**config.mk**
```make
export PLATFORM = sky130hd
export DESIGN_NAME = rf_wb_arbiter
export DESIGN_NICKNAME = d
export VERILOG_FILES = /design/src/rtl/rf_ctrl_pkg.sv /design/src/rtl/wb_fifo.sv /design/src/rtl/rf_wb_arbiter.sv
export SDC_FILE = /design/constraint.sdc
export NUM_CORES = 1
export LEC_CHECK = 0
export ABC_AREA = 1
export CORE_ASPECT_RATIO = 1.25
export CORE_MARGIN = 2
export CORE_UTILIZATION = 55
export CTS_CLUSTER_SIZE = 24
export DETAILED_ROUTE_END_ITERATION = 6
export HOLD_SLACK_MARGIN = 0.12
export PLACE_DENSITY = 0.92
export SLEW_MARGIN = 20
export SYNTH_ARGS = -nofsm -noshare
export SYNTH_HDL_FRONTEND = slang
export SYNTH_SLANG_ARGS = --single-unit
```
**constraint.sdc**
```tcl
create_clock -name clk -period 4.4 [get_ports clk]
set_input_delay 0.66 -clock clk [delete_from_list [all_inputs] [get_ports clk]]
set_output_delay 0.66 -clock clk [all_outputs]
set_load 0.05 [all_outputs]
```
**src/rtl/rf_ctrl_pkg.sv**
```systemverilog
// Shared types for the register-file write-port controller: write request
// record, grant encoding and register-file geometry.
package rf_ctrl_pkg;

  localparam int REG_ADDR_W = 5;
  localparam int NUM_REGS   = 32;
  localparam int WB_XLEN    = 32;

  typedef struct packed {
    logic [REG_ADDR_W-1:0] rd;
    logic [WB_XLEN-1:0]    data;
  } wb_req_t;

  typedef enum logic [1:0] {
    GNT_NONE,
    GNT_CORE,
    GNT_ACC
  } grant_e;

endpackage

```
**src/rtl/wb_fifo.sv**
```systemverilog
// Show-ahead FIFO of pending accelerator writebacks; the head entry is
// visible combinationally so the arbiter can grant and pop it in one cycle.
module wb_fifo
  import rf_ctrl_pkg::*;
#(
  parameter int DEPTH = 4
) (
  input  logic                     clk,
  input  logic                     reset,
  input  logic                     push_i,
  input  wb_req_t                  push_data_i,
  input  logic                     pop_i,
  output wb_req_t                  head_o,
  output logic                     full_o,
  output logic                     empty_o,
  output logic [$clog2(DEPTH):0]   count_o
);

  localparam int AW = $clog2(DEPTH);

  wb_req_t        mem_q [DEPTH];
  logic [AW:0]    wr_ptr_q, rd_ptr_q;
  logic           push_ok, pop_ok;

  // Pointers carry one extra wrap bit so full and empty are distinguishable.
  assign count_o = wr_ptr_q - rd_ptr_q;
  assign full_o  = (count_o == (AW+1)'(DEPTH));
  assign empty_o = (count_o == '0);
  assign head_o  = mem_q[rd_ptr_q[AW-1:0]];
  assign push_ok = push_i && !full_o;
  assign pop_ok  = pop_i && !empty_o;

  always_ff @(posedge clk) begin
    if (reset) begin
      wr_ptr_q <= '0;
      rd_ptr_q <= '0;
    end else begin
      if (push_ok) wr_ptr_q <= wr_ptr_q + (AW+1)'(1);
      if (pop_ok)  rd_ptr_q <= rd_ptr_q + (AW+1)'(1);
    end
  end

  always_ff @(posedge clk) begin
    if (push_ok) mem_q[wr_ptr_q[AW-1:0]] <= push_data_i;
  end

endmodule

```
**src/rtl/rf_wb_arbiter.sv**
```systemverilog
// Arbitrates the single register-file write port between core writeback and
// buffered accelerator results, and tracks registers still owed by the accelerator.
module rf_wb_arbiter
  import rf_ctrl_pkg::*;
#(
  parameter int XLEN       = 32,
  parameter int DEPTH      = 4,
  parameter int STARVE_MAX = 3
) (
  input  logic                  clk,
  input  logic                  reset,
  input  logic                  core_wb_valid,
  input  logic [REG_ADDR_W-1:0] core_wb_rd,
  input  logic [XLEN-1:0]       core_wb_data,
  output logic                  core_stall,
  input  logic                  acc_rsp_valid,
  input  logic [REG_ADDR_W-1:0] acc_rsp_rd,
  input  logic [XLEN-1:0]       acc_rsp_data,
  output logic                  acc_rsp_ready,
  input  logic                  acc_issue_valid,
  input  logic [REG_ADDR_W-1:0] acc_issue_rd,
  input  logic [REG_ADDR_W-1:0] chk_rs1,
  input  logic [REG_ADDR_W-1:0] chk_rs2,
  input  logic [REG_ADDR_W-1:0] chk_rd,
  output logic                  hazard,
  output logic                  rf_write_reg,
  output logic [REG_ADDR_W-1:0] rf_rd,
  output logic [XLEN-1:0]       rf_data
);

  localparam int SW = (STARVE_MAX > 0) ? $clog2(STARVE_MAX + 1) : 1;
  localparam int CW = $clog2(DEPTH) + 1;

  wb_req_t               fifo_head, push_req, win_req;
  logic                  fifo_full, fifo_empty, fifo_push, fifo_pop;
  logic [CW-1:0]         fifo_count;
  grant_e                grant;

  logic [SW-1:0]         starve_cnt_q, starve_cnt_d;
  logic [NUM_REGS-1:0]   busy_q, busy_d;
  logic                  clr_valid_q, clr_valid_d;
  logic [REG_ADDR_W-1:0] clr_rd_q, clr_rd_d;
  logic                  rf_write_reg_q, rf_write_reg_d;
  logic [REG_ADDR_W-1:0] rf_rd_q, rf_rd_d;
  logic [XLEN-1:0]       rf_data_q, rf_data_d;

  assign push_req      = '{rd: acc_rsp_rd, data: acc_rsp_data};
  assign acc_rsp_ready = !reset && !fifo_full;
  assign fifo_push     = acc_rsp_valid && acc_rsp_ready;
  assign fifo_pop      = (grant == GNT_ACC);

  wb_fifo #(.DEPTH(DEPTH)) u_fifo (
    .clk         (clk),
    .reset       (reset),
    .push_i      (fifo_push),
    .push_data_i (push_req),
    .pop_i       (fifo_pop),
    .head_o      (fifo_head),
    .full_o      (fifo_full),
    .empty_o     (fifo_empty),
    .count_o     (fifo_count)
  );

  always_comb begin
    grant = GNT_NONE;
    if (!reset) begin
      if (!fifo_empty && (!core_wb_valid || fifo_full || starve_cnt_q == SW'(STARVE_MAX)))
        grant = GNT_ACC;
      else if (core_wb_valid)
        grant = GNT_CORE;
    end
  end

  assign core_stall = core_wb_valid && (grant == GNT_ACC);
  assign win_req    = (grant == GNT_ACC) ? fifo_head : '{rd: core_wb_rd, data: core_wb_data};

  always_comb begin
    starve_cnt_d   = starve_cnt_q;
    busy_d         = busy_q;
    clr_valid_d    = (grant == GNT_ACC);
    clr_rd_d       = fifo_head.rd;
    rf_write_reg_d = (grant != GNT_NONE) && (win_req.rd != '0);
    rf_rd_d        = rf_rd_q;
    rf_data_d      = rf_data_q;

    if (fifo_empty || grant == GNT_ACC)
      starve_cnt_d = '0;
    else if (grant == GNT_CORE && starve_cnt_q != SW'(STARVE_MAX))
      starve_cnt_d = starve_cnt_q + SW'(1);

    if (grant != GNT_NONE) begin
      rf_rd_d   = win_req.rd;
      rf_data_d = win_req.data;
    end

    // Clear lands on the same edge as the RF write; a fresh issue overrides it.
    if (clr_valid_q)
      busy_d[clr_rd_q] = 1'b0;
    if (acc_issue_valid && acc_issue_rd != '0)
      busy_d[acc_issue_rd] = 1'b1;
    busy_d[0] = 1'b0;
  end

  always_ff @(posedge clk) begin
    if (reset) begin
      starve_cnt_q   <= '0;
      busy_q         <= '0;
      clr_valid_q    <= 1'b0;
      clr_rd_q       <= '0;
      rf_write_reg_q <= 1'b0;
      rf_rd_q        <= '0;
      rf_data_q      <= '0;
    end else begin
      starve_cnt_q   <= starve_cnt_d;
      busy_q         <= busy_d;
      clr_valid_q    <= clr_valid_d;
      clr_rd_q       <= clr_rd_d;
      rf_write_reg_q <= rf_write_reg_d;
      rf_rd_q        <= rf_rd_d;
      rf_data_q      <= rf_data_d;
    end
  end

  always_ff @(posedge clk) begin
    if (!reset) assert (fifo_count <= CW'(DEPTH));
  end

  assign hazard = (chk_rs1 != '0 && busy_q[chk_rs1]) ||
                  (chk_rs2 != '0 && busy_q[chk_rs2]) ||
                  (chk_rd  != '0 && busy_q[chk_rd]);

  assign rf_write_reg = rf_write_reg_q;
  assign rf_rd        = rf_rd_q;
  assign rf_data      = rf_data_q;

endmodule

```
==> results.md <==
* Clk sink count at approximately 230
* Vias at 8,568
* CTS buffer count at 21
* Core area at about 0.018 mm²
* Final hold viol count at 0
* DRT iter0 DRCs at 1,123
* Largest net degree at the start of global routing at between 50 and 60
* Critical Path End Type: output pin
* Drt first pass iters at 6
* Fill cells at 1,159
* Crit path arrival time at 3.20 ns
* Warnings from Yosys at 0
* Hold Crit Depth at 2
* Nets at 1,265
* First-pass GRT wire length at 43,200 µm
* I/O pins at 140
* Final Max Tran Viols at 0
* R2r worst-path depth at 11
* #FFs+latches synth at between 200 and 250
* RSZ-0062 raised after global routing: false
* Quantity of I/O buffers inserted on ports at between 100 and 150
* Worst slew pin tran at 1.17 ns
* Library cells used by synthesis at 32
* Share of cells above drive strength 1 at under 10%
* Initial Util at 56.4%
* Run status: finished, final reports clean
* H-tree levels at 1
* Die H at 154 µm
* Drt wl/cell at between 20 and 25 µm
* Cell Count, Final, Fillers Out at between 1,000 and 1,500
* Mapped cell area at roughly 0.01 mm²
* Syn_nets at around 1,100
* Synth top area share at between 40% and 50%
* P_leak at 4.23 nW
* Post CTS Setup Buffer Count at 0
* Final worst setup slack at 0.538 ns
* Min-Delay Path Class: register to register
* Avg Synthesized Cell Area at ~9.6 µm²
* Global Route Usage Sum at 29.4%
* Initial antenna violation count at 1
* Kind of critical path: input port to output pin
* Antenna Cells at 0
* Max clock buf depth at 3
* Routed Antenna Nets at 0
* # resized after CTS at 0
* Commonest non-fill, non-tap cell in the layout: nand2_1
* Remaining DRCs at 0
* Critical path fanouts, max at 13
* Vias per cell at about 6
* GRT overflow at 0
* Pwr Total at 7.02 mW
* Yosys top cell by area: edfxtp_1
* DP HPWL at 18,100 µm
* Pre-CTS WS at between 0.5 and 0.6 ns
* Routed WL at ~28,000 µm
* Clk Latency, worst-skew pair at a little over 0.5 ns
* Gate count after technology mapping at 1,036
* Placed insts at 1,359
* Peak Freq at roughly 260 MHz
* Setup Skew at between 0.009 and 0.01 ns
* VDD IR-drop max at about 570 µV
* Number of flip-flops in the largest register at ~150
* Die area at roughly 0.019 mm²
* CTS clk-pin slew, worst paths at roughly 0.070 ns
* CTS tree: built
* Period utilisation layout at 87.8%
* # rows at 54
* Pwr per Cell Area at between 500 and 600 mW/mm²
* Vias in the first global route at between 8,000 and 9,000
* Die X at approximately 120 µm
* GP Congestion at approximately 0.95
* Max-cap violation count at 0
* Area after DPL at around 0.011 mm²
* Commonest non-fill, non-tap cells in the layout: nand2_1, o21ai_0, edfxtp_1
* Synth-to-layout area growth at 22.5%
* Clk root buf: clkbuf_16
* CP Data Required Time at 3.74 ns
* Sequential share of the synthesized area at ~62%
* Tmin final at slightly below 4 ns
* Startpoint type of the worst setup path: input port
* Setup_tns at 0 ns
* Relative slew slack at around a fifth
* Hold Buf Count CTS at 0
* Synth top area cells: edfxtp_1, dfxtp_1, o21ai_0, nand2_1, nor2_1
* Final setup fails at 0
* Post-Layout Inst Area at approximately 0.012 mm²
## cell usage after synthesis
master     count
o21ai_1        2
edfxtp_1     148
nor2_1       114
clkinv_1       2
o211ai_1      11
buf_1          1
or2_0          1
nand2_4        2
a21oi_1       72
a32oi_1        1
inv_4          1
o2111ai_1      3
nand3_2        1
nand2_1      180
buf_2         18
a211oi_1       1
buf_4          4
clkbuf_1      29
o22a_1         1
inv_2          4
nand2_2        2
nand3_1       51
o22ai_1       27
dfxtp_1       85
buf_6          2
a31oi_1       32
nor2_2         1
o21ai_0      164
ha_1           8
o21a_1         1
inv_1         54
nor3_1        13
## where the power goes
part           internal (mW)  switching, mW  total, mW
Clock                   1.05          0.796       1.85
Sequential              2.59          0.210       2.80
Combinational          0.703           1.66       2.37
## stage by stage
stage	util, %	hold WS [ns]
2_1_floorplan	-	0.450
3_3_place_gp	65.3	0.457
3_5_place_dp	65.3	0.471
4_1_cts	69.2	0.480
5_1_grt	69.2	0.504
6_report	69.2	0.474
## path summary, 6_finish.rpt
kind / from / end / slack [ns]
worst max register to register: u_fifo.wr_ptr_q[0]$_SDFFE_PP0P_ / rf_data[25]$_SDFFE_PP0P_ / 1.66
worst min register to register: busy_q[5]$_SDFF_PP0_ / busy_q[5]$_SDFF_PP0_ / 0.47
worst min-delay path: busy_q[5]$_SDFF_PP0_ / busy_q[5]$_SDFF_PP0_ / 0.47
worst max-delay path: chk_rs1[0] / hazard / 0.54
## final cells by class
| class | instances | area (µm²) | area share, % |
|---|---|---|---|
| clock inverter | 9 | 103 | 0.845 |
| inverter | 61 | 231 | 1.91 |
| multi-input combinational | 688 | 3310 | 27.3 |
| sequential | 233 | 6150 | 50.6 |
| clock buffer | 28 | 582 | 4.79 |
| tap | 224 | 280 | 2.31 |
| timing repair buffer | 153 | 1490 | 12.3 |
## critical path: stages
cell	delay, ns
clkdlybuf4s50_1	0.75
buf_4	0.27
o21ai_0	0.10
o21ai_0	0.24
nand2_1	0.08
a31oi_1	0.18
nor2_1	0.07
nand2_1	0.05
clkdlybuf4s50_1	0.79
## metal layers
layer	part of all wire, %	global-route usage, %	vias up
li1	-	-	3885
met1	35	33.1	4015
met2	51	50.3	559
met3	9.2	6.16	109
met4	5.6	17.7	0
met5	0	0	-
## cell families (layout without fill, tap and decap cells)
family | count (synthesis) | count (layout) | synth area share [%]
and+or+nand+nor | 365 | 365 | 14.9
DFF | 233 | 233 | 62.0
adders and majority gates | 8 | 8 | 1.01
AOI/OAI and AO/OA | 315 | 315 | 17.2
buffers and inverters | 115 | 251 | 4.91
Note: power is estimated with default switching activity, not from simulation.
